==> src/rtl/mult_rev_seq.sv <==
// Sequential reversible shift-add multiplier: forward (A,B)->(P,A,G), backward (P,A,G)->(A,B).
// Optional consistency checking under MULT_REV_CHECK_EN; power pins under USE_POWER_PINS.
module mult_rev_seq #(
  parameter int WIDTH = 8
) (
`ifdef USE_POWER_PINS
  inout  wire                 VDD,
  inout  wire                 VSS,
`endif
  input  logic                clk,
  input  logic                rst_n,
  input  logic                in_valid,
  output logic                in_ready,
  input  logic                in_dir,
  input  logic [WIDTH-1:0]    in_a,
  input  logic [WIDTH-1:0]    in_b,
  input  logic [2*WIDTH-1:0]  in_p,
  input  logic [WIDTH-1:0]    in_g,
  output logic                out_valid,
  input  logic                out_ready,
  output logic                out_dir,
  output logic [2*WIDTH-1:0]  out_p,
  output logic [WIDTH-1:0]    out_a,
  output logic [WIDTH-1:0]    out_b,
  output logic [WIDTH-1:0]    out_g,
  output logic                out_err
);

  localparam int CW = $clog2(WIDTH);
  localparam logic [CW-1:0] LAST = CW'(WIDTH - 1);

  typedef enum logic [1:0] {
    IDLE,
    RUN,
    DONE
  } state_t;

  state_t           state_q, state_d;
  logic [WIDTH-1:0] a_q, a_d;
  logic [WIDTH:0]   hi_q, hi_d;
  logic [WIDTH-1:0] lo_q, lo_d;
  logic [WIDTH-1:0] g_q, g_d;
  logic [CW-1:0]    cnt_q, cnt_d;
  logic             dir_q, dir_d;
`ifdef MULT_REV_CHECK_EN
  logic             err_q, err_d;
  logic             b_out;
  logic             b_borrow;
`endif

  logic             last;
  logic [CW-1:0]    j_idx;
  logic             g_j;
  logic [WIDTH:0]   f_sum;
  logic [WIDTH:0]   b_sh;
  logic [WIDTH:0]   b_sub;

  // Per-step datapath for both directions
  always_comb begin
    last  = (cnt_q == LAST);
    j_idx = LAST - cnt_q;
    g_j   = g_q[j_idx];
    f_sum = lo_q[0] ? (hi_q + {1'b0, a_q}) : hi_q;
    b_sh  = {hi_q[WIDTH-1:0], lo_q[WIDTH-1]};
    b_sub = b_sh - {1'b0, a_q};
`ifdef MULT_REV_CHECK_EN
    b_out    = hi_q[WIDTH];
    b_borrow = (b_sh < {1'b0, a_q});
`endif
  end

  // Next-state and register update logic
  always_comb begin
    state_d = state_q;
    a_d     = a_q;
    hi_d    = hi_q;
    lo_d    = lo_q;
    g_d     = g_q;
    cnt_d   = cnt_q;
    dir_d   = dir_q;
`ifdef MULT_REV_CHECK_EN
    err_d   = err_q;
`endif
    unique case (state_q)
      IDLE: begin
        if (in_valid) begin
          state_d = RUN;
          a_d     = in_a;
          dir_d   = in_dir;
          cnt_d   = '0;
          if (in_dir) begin
            {hi_d, lo_d} = {1'b0, in_p};
            g_d          = in_g;
`ifdef MULT_REV_CHECK_EN
            err_d        = 1'b0;
`endif
          end else begin
            hi_d = '0;
            lo_d = in_b;
            g_d  = '0;
          end
        end
      end
      RUN: begin
        cnt_d = cnt_q + 1'b1;
        if (last) state_d = DONE;
        if (!dir_q) begin
          g_d[cnt_q]   = lo_q[0];
          {hi_d, lo_d} = {1'b0, f_sum, lo_q[WIDTH-1:1]};
        end else begin
          lo_d = {lo_q[WIDTH-2:0], g_j};
          hi_d = g_j ? b_sub : b_sh;
`ifdef MULT_REV_CHECK_EN
          if (b_out || (g_j && b_borrow)) err_d = 1'b1;
          if (last && (hi_d != '0)) err_d = 1'b1;
`endif
        end
      end
      DONE: begin
        if (out_ready) state_d = IDLE;
      end
      default: state_d = IDLE;
    endcase
  end

  // State and datapath registers
  always_ff @(posedge clk or negedge rst_n) begin
    if (!rst_n) begin
      state_q <= IDLE;
      a_q     <= '0;
      hi_q    <= '0;
      lo_q    <= '0;
      g_q     <= '0;
      cnt_q   <= '0;
      dir_q   <= 1'b0;
    end else begin
      state_q <= state_d;
      a_q     <= a_d;
      hi_q    <= hi_d;
      lo_q    <= lo_d;
      g_q     <= g_d;
      cnt_q   <= cnt_d;
      dir_q   <= dir_d;
    end
  end

`ifdef MULT_REV_CHECK_EN
  // Consistency flag register
  always_ff @(posedge clk or negedge rst_n) begin
    if (!rst_n) err_q <= 1'b0;
    else        err_q <= err_d;
  end
`endif

  assign in_ready  = (state_q == IDLE);
  assign out_valid = (state_q == DONE);
  assign out_dir   = out_valid & dir_q;
  assign out_a     = out_valid ? a_q : '0;
  assign out_p     = (out_valid && !dir_q) ? {hi_q[WIDTH-1:0], lo_q} : '0;
  assign out_g     = (out_valid && !dir_q) ? g_q : '0;
  assign out_b     = (out_valid && dir_q) ? lo_q : '0;
`ifdef MULT_REV_CHECK_EN
  assign out_err   = out_valid & dir_q & err_q;
`else
  assign out_err   = 1'b0;
`endif

endmodule

==> config.mk <==
export PLATFORM = sky130hd
export DESIGN_NAME = mult_rev_seq
export DESIGN_NICKNAME = d
export VERILOG_FILES = /design/src/rtl/mult_rev_seq.sv
export SDC_FILE = /design/constraint.sdc
export NUM_CORES = 1
export LEC_CHECK = 0
export BUFFER_PORTS_ARGS = -buffer_cell sky130_fd_sc_hd__buf_2
export CAP_MARGIN = 20
export CORE_MARGIN = 2
export CORE_UTILIZATION = 40
export DETAILED_ROUTE_END_ITERATION = 8
export PLACE_DENSITY = 0.78
export SLEW_MARGIN = 10
export SYNTH_ARGS = -nofsm -noshare
export SYNTH_HDL_FRONTEND = slang
export SYNTH_SLANG_ARGS = --single-unit
==> constraint.sdc <==
create_clock -name clk -period 2.2 [get_ports clk]
set_input_delay 0 -clock clk [delete_from_list [all_inputs] [get_ports clk]]
set_output_delay 0 -clock clk [all_outputs]
set_load 0.005 [all_outputs]
Word level (Yosys, flattened, before mapping)
Cells that the tools add are included.

Register bits after elaboration: 39. Output and inout bits: 44. Input bits: 45.

Bitwise operators: 1. Eq/ne operators: 7. Reduce and logical (&&, ||, !) cells: 10. $lt $le $gt $ge: 3. Add/sub/neg operators: 4. Muxes and demuxes: 29.

Operators with widths (count): $mux 8 (10); $mux 9 (4); $pmux 8 s2 (2); $pmux 9 s2 (1); $mux 16 (1); $add 9x8->9 (1); $sub 9x8->9 (1); $bwmux 8 (1); $lt 3x4->1 const B (2); $mux 2 (3); $ne 2x2->1 const B (3); $pmux 2 s3 (1); $pmux 3 s2 (1); $reduce_and 3->1 (2); $reduce_and 2->1 (2); $add 3x1->3 const B (1); $bmux 1 s3 (1); $demux 1 s3 (1); $eq 3x3->1 const B (1); $ge 3x1->1 const B (1); $logic_and 1x1->1 (3); $mux 3 (1); $sub 3x3->3 const A (1); $eq 2x1->1 const B (1); 7 further kinds (8).

Longest topological paths before layout
Gate-level depths: netlist (run 1).

Depth in word-level cells: 7. Mapped depth: 10.

Worst setup path after synthesis (run 1)
OpenSTA, ideal clock, no wires.

Path kind: register to register. Start point: register lo_q[7]. End point: register hi_q[8]. Period minus slack after synthesis: 2.246 ns. Library setup time: 0.127 ns. Setup slack: -0.046 ns. Arrival time: 2.118 ns. Required time: 2.073 ns. Cell stages (with the launch flop): 11. Path through: dfrtp_1 > inv_1 > ha_1 > inv_1 > fa_1 > a211oi_1 > o21ai_0 > a31o_2 > a211oi_1 > xnor2_1 > o21ai_0.

Cells in the longest elaborated chain, start to end: 4.

Ends and longest elaborated chain: from (decl) (line 41) `logic [WIDTH-1:0] lo_q, lo_d;`; from (signal assigned) (line 140) `lo_q <= lo_d;`; $sub 9x8->9 (line 65) `b_sub = b_sh - {1'b0, a_q};`; $mux 9 (line 112) `hi_d = g_j ? b_sub : b_sh;`; $mux 9 (line 107) `if (!dir_q) begin`; $pmux 9 s2 (line 84) `unique case (state_q)`; to (signal assigned) (line 139) `hi_q <= hi_d;`; to (decl) (line 40) `logic [WIDTH:0] hi_q, hi_d;`.

Every way passes these cells. A chain may end at the register's enable or synchronous reset.

Final worst setup path (run 1)
Same ends and word-level chain as after synthesis.

==> results_dict.tcl, run 1 <==
set metrics [dict create \
    outcome "finished clean" \
    boundaryPins 89 \
    die_area_um2 8762 \
    cts_tree "done" \
    pwr-share-clk 0.074 \
    grt_pass1_vias 3300 \
    skew_ns 0.009364 \
    synth.most_common_cell "dfrtp_1" \
    netlist_top_cells_count "dfrtp_1 (39), a21oi_1 (37), nand2_1 (37)" \
    dr.pass1.iters 5 \
    setup_tns_ns 0 \
    yosys-top-cells-area "dfrtp_1 (30%), ha_1 (7.0%), and3_1 (6.8%)" \
    startpoint "lo_q[7]" \
    endpoint_kind "flip-flop" \
    holdCritPathClass "in -> reg" \
    start_util 0.4135 \
    vias_per_cell 5.777 \
    synth_edf_count 0 \
    wl_per_cell_um 16.33 \
    slew_violations 0 \
    seqPwrFrac 0.231 \
    startpoint_type "flip-flop" \
    yosys_warnings 0 \
    crit_top_cell "a211oi_2" \
    die_width_um 93.61 \
    maxSlewHeadroom 0.3901 \
    leakagePower_nw 2.099 \
    synthDominantCellAreaShare 0.3039 \
    cp.required_ns 2.39 \
    finalSetupViolations 0 \
    critical_path.cell_chain "inv_1 > ha_2 > inv_2 > fa_2 > a211oi_2 > o21ai_2 > a31o_2 > a211oi_2 > xnor2_1 > o21ai_1" \
    cts_buffers 5 \
    synth_cell_type_count 53 \
    slowest_stage "dfrtp_1" \
    hold_viol_final 0 \
    max_freq_mhz 461.7 \
    core_um2 7767 \
    placementRows 32 \
    die_y_um 93.61 \
    timing_worst_setup_path_type "reg -> reg" \
    holdWs_ns 0.01088 \
    post-route-period-util 0.9844 \
    area_delta_synth_final_pct 27.43 \
    rrSetupSlack_ns 0.03 \
    rr_endpoint "hi_q[8]" \
    ant_nets 0 \
    synth_seq_cells 39 \
    dp_hpwl_mm 7.072 \
    synth_nets 461 \
    p_switching_mw 3.295 \
    diodes 0 \
    drcViolationCount 0 \
    place.gp.congestion 0.9131 \
    sw_frac_of_total 0.4893 \
    rsz0062_at_grt "true" \
    cts.sink_count 39 \
    synthFlopType "dfrtp_1" \
    synth_top_area_cell "dfrtp_1" \
    wl_mm 9.798 \
    arrival_ns 2.36 \
    clkTransAtPathRegs_ns 0.09 \
    port_buffers 87 \
    combPwrFrac 0.696 \
    min_period_ns 2.166 \
    vias 3466 \
    antenna_found_initial 0 \
    worst-path-max-fanout 2 \
    worstMarginPinSlew_ns 0.9149 \
    syn_area_um2 3212 \
    min_to "g_q[6]" \
    h-tree-depth 2 \
    drive_above_1_share 0.2892 \
    vdd_drop_max_uv 515.1 \
    cp_slowest_stage_delay_ns 0.39 \
    rr_startpoint "lo_q[7]" \
    ys_async_sr_fraction 1.000 \
    grt_pass1_wl_mm 15.90 \
    hold_depth 3 \
    p_int_mw 3.439 \
    clock-root-buffer "clkbuf_8" \
    holdCritStartpoint "in_g[6]" \
    worst_skew_pair.late_latency_ns 0.30 \
    grt-ovfl-total 0 \
    track_usage 0.2267 \
    drv_cap 0 \
    avgSynthCellArea_um2 8.111 \
    final_nets 562 \
    clock_path_buffers 2 \
    drtIter0Drc 231 \
    ys_seq_area_frac 0.3039 \
    power_density_nw_per_um2 1646 \
    grt_max_degree 40 \
    worstRegToRegCells 10 \
    postSynthCellCount 396 \
]
-- metrics by stage --
stage | instances | area (um2) | util | worst slack (ns) | power, mW
2_1_floorplan | 396 | 3222 | - | 0.03743 | 4.702
3_3_place_gp | 580 | 3855 | 0.4963 | -0.008678 | 5.823
3_5_place_dp | 580 | 3855 | 0.4963 | -0.04329 | 5.959
4_1_cts | 598 | 4044 | 0.5206 | 0.01091 | 6.508
5_1_grt | 600 | 4093 | 0.5269 | -0.06909 | 7.345
6_report | 600 | 4093 | 0.5269 | 0.03423 | 6.735
-- cell type report --
type | count | area [um2]
inverters | 16 | 60.06
clock inverters | 2 | 12.51
fillers | 763 | 3675
repair buffers | 124 | 738.2
flip-flops and latches | 39 | 977.2
well taps | 102 | 127.6
multi-input cells | 311 | 2105
clock buffers | 6 | 72.57
-- power groups by stage --
stage	Clock, mW	Sequential, mW	Combinational (mW)
final	0.495	1.55	4.69
after global routing	0.526	1.61	5.21
after CTS	0.501	1.54	4.46
after detailed placement	0	1.55	4.40
after global placement	0	1.53	4.29
after floorplan	0	1.38	3.32
-- state kept, by name, indices dropped and copies added (netlist names) --
name     count
hi_q         9
a_q          8
g_q          8
lo_q         8
cnt_q        3
state_q      2
dir_q        1
-- cell usage in the layout (no fill, tap or decap), types with 4 or more instances in the layout --
cell            n
buf_2          87
dfrtp_1        38
nand2_1        37
a21oi_1        37
and3_1         35
nor2_1         28
buf_4          27
o21ai_0        25
mux2i_1        18
ha_1           17
inv_1          14
a31oi_1        14
and2_1         10
dlygate4sd3_1  10
xnor2_1         8
nor2b_1         7
a221oi_1        6
nor3_1          5
clkbuf_8        5
a211oi_2        4
nand4_1         4
-- layer usage --
layer | up-vias | part of all wire | track usage
met5 | - | 0 | 0
met4 | 0 | 0.013 | 0.05072
met3 | 15 | 0.078 | 0.03465
met2 | 170 | 0.46 | 0.3807
met1 | 1642 | 0.45 | 0.3093
li1 | 1639 | - | -
-- critical path: cells and delay by family (launching register included) --
kind	cells	cell delay [ns]
flip-flops	1	0.39
AO/OA/AOI/OAI	5	0.89
adder cells (fa/ha/maj)	2	0.54
buffers and inverters	2	0.10
XOR/XNOR	1	0.14
-- logic make-up after synthesis --
| logic type | share of synthesized area |
|---|---|
| AOI/OAI and AO/OA | 0.2263 |
| xor gates and xnor gates | 0.02727 |
| adders and majority gates | 0.08259 |
| buffers and inverters | 0.05610 |
| DFF | 0.3039 |
| muxes | 0.08064 |
| other | 0.001168 |
| and+or+nand+nor | 0.2220 |
-- worst max-delay path by stage --
stage / to / slack (ns)
2_1_floorplan: hi_q[8] / 0.04
3_3_place_gp: hi_q[8] / -0.009
3_5_place_dp: hi_q[8] / -0.04
4_1_cts: hi_q[5] / 0.01
5_1_grt: hi_q[8] / -0.07
6_report: hi_q[8] / 0.03
-- repair_timing --
item                       in CTS  in global routing
hold endpoints to repair       48                  0
pin swaps                       0                 10
hold buffers                   10                  0
buffers inserted                0                  2
setup endpoints to repair       2                  4
gates resized for setup         4                 11
(Power assumes the default switching activity.)
==> run 2, diff against run 1 <==
--- a/config.mk
+++ b/config.mk
@@ -10,7 +10,7 @@
 export CORE_MARGIN = 2
 export CORE_UTILIZATION = 40
 export DETAILED_ROUTE_END_ITERATION = 8
-export PLACE_DENSITY = 0.78
+export PLACE_DENSITY = 0.76
 export SLEW_MARGIN = 10
 export SYNTH_ARGS = -nofsm -noshare
 export SYNTH_HDL_FRONTEND = slang
==> constraint.sdc (replaced) <==
create_clock -name clk -period 2.3 [get_ports clk]
set_input_delay 0.345 -clock clk [delete_from_list [all_inputs] [get_ports clk]]
set_output_delay 0.345 -clock clk [all_outputs]
set_load 0.005 [all_outputs]
==> run 2 against run 1 <==
  * Die area unchanged
  * First-iteration DRC count up 51%
  * Register-to-register slack better by 0.07 ns
  * Global-route usage down 0.36 points
  * Highest routed layer unchanged
==> results_dict.tcl, run 2 (synthesis results as in run 1) <==
set metrics [dict create \
    place.gp.congestion 0.8592 \
    grt_pass1_vias 3222 \
    worst_skew_pair.late_latency_ns 0.31 \
    die_width_um 93.61 \
    clock-root-buffer "clkbuf_8" \
    holdCritPathClass "in -> reg" \
    arrival_ns 2.38 \
    post-route-period-util 0.9559 \
    placed_area_um2 3837 \
    grt_max_degree 28 \
    endpoint_kind "flip-flop" \
    leakagePower_nw 2.049 \
    cts_tree "done" \
    track_usage 0.2230 \
    layout_common_cells "buf_2 (87), dfrtp_1 (38), nand2_1 (37), a21oi_1 (37), and3_1 (35)" \
    dr.pass1.iters 4 \
    design_area_um2 3981 \
    startpoint_type "flip-flop" \
    drive_above_1_share 0.2854 \
    worstMarginPinSlew_ns 0.6108 \
    drv_cap 0 \
    grt-ovfl-total 0 \
    vdd_drop_max_uv 588.4 \
    wl_met2_mm 4.476 \
    core_um2 7767 \
    drtIter0Drc 348 \
    max_freq_mhz 454.9 \
    wl_mm 9.684 \
    start_util 0.4135 \
    final_nets 551 \
    wl_per_cell_um 16.44 \
    cts.sink_count 39 \
    power_mw 6.360 \
    antenna_found_initial 0 \
    rr_startpoint "lo_q[7]" \
    cp.required_ns 2.48 \
    power_density_nw_per_um2 1597 \
    die_area_um2 8762 \
    diodes 0 \
    fill_cells 767 \
    met3WireLength_um 704 \
    vias_per_cell 5.800 \
    dp_cells 579 \
    port_buffers 87 \
    wl_met1_mm 4.277 \
    ant_nets 0 \
    drcViolationCount 0 \
    slowest_stage "dfrtp_1" \
    area_delta_synth_final_pct 23.96 \
    largest_register_ffs 9 \
    hold_viol_final 0 \
    vias 3416 \
    critical_path.cell_chain "inv_1 > ha_1 > inv_1 > fa_2 > a211oi_2 > o21ai_1 > a31o_2 > a211oi_2 > xnor2_1 > o21ai_0" \
    grt_pass1_wl_mm 15.54 \
    clock_path_buffers 2 \
    cp_slowest_stage_delay_ns 0.38 \
    outcome "finished clean" \
    top_register "hi_q" \
    min_period_ns 2.198 \
    boundaryPins 89 \
    placementRows 32 \
    register_area_um2 977.2 \
    cts_buffers 5 \
    die_y_um 93.61 \
    timing_worst_setup_path_type "reg -> reg" \
    slew_violations 0 \
    clkTransAtPathRegs_ns 0.09 \
    worst-path-max-fanout 2 \
    maxSlewHeadroom 0.5928 \
    finalNonFillerCells 589 \
    layout_commonest_cell "buf_2" \
    top_layer_used "met4" \
    finalSetupViolations 0 \
    startpoint "lo_q[7]" \
    h-tree-depth 2 \
    multi_input_area_um2 2095 \
    dp_hpwl_mm 7.088 \
    holdCritStartpoint "in_a[0]" \
    skew_ns 0.01003 \
    holdWs_ns 0.2340 \
]
-- run 2: changes by cell type in the layout (fill, tap and decap cells not counted), sizes merged --
cell	delta
buf	-2
clkinvlp	+1
clkbuf	-1
dlygate4sd3	-9
-- run 2: final timing paths --
kind                       cells past startpoint  slack, ns  endpoint
max                                           10       0.10   hi_q[8]
min                                            3       0.23    a_q[0]
max reg2reg                                   10       0.10   hi_q[8]
min reg2reg                                    2       0.53   hi_q[8]
max in group asynchronous                      3       1.13   hi_q[0]
min in group asynchronous                      2       0.49   lo_q[4]
-- run 2: stage by stage --
stage	setup TNS [ns]	setup slack (ns)	util
floorplan	0	0.05444	-
global placement	-0.01911	-0.01911	0.4940
detailed placement	-0.06134	-0.05305	0.4940
CTS	0	0.004410	0.5089
global route	-0.05744	-0.04454	0.5126
finish	0	0.1015	0.5126
-- run 2: critical path, delay by kind of cell, from the launching register on --
kind | cells | cell delay [ns]
flip-flops | 1 | 0.38
buffers and inverters | 2 | 0.11
adder cells (fa/ha/maj) | 2 | 0.52
XOR/XNOR | 1 | 0.14
AO/OA/AOI/OAI | 5 | 0.92
-- run 2: cell type report --
class                      instances  share of cell area
sequential                        39              0.2454
clock buffer                       5             0.01728
clock inverter                     3            0.005028
tap                              102             0.03206
timing repair buffer             113              0.1590
multi-input combinational        311              0.5261
inverter                          16             0.01508
-- run 2: power breakdown --
group	total [mW]	switching (mW)	internal, mW
Clock	0.484	0.273	0.211
Combinational	4.39	2.41	1.98
Sequential	1.48	0.440	1.04
-- run 2: timing repair --
action                                 CTS  global route
setup buffers                            0             1
pin swaps                                0             3
setup endpoints to repair                3             4
hold buffers                             1             0
endpoints found under the hold margin   14             0
resized for setup                        4             8
-- run 2: routing by layer --
metal,track usage,vias to the layer above
met5,0,-
met1,0.3045,1614
li1,-,1617
met3,0.03546,17
met4,0.08092,0
met2,0.3579,168
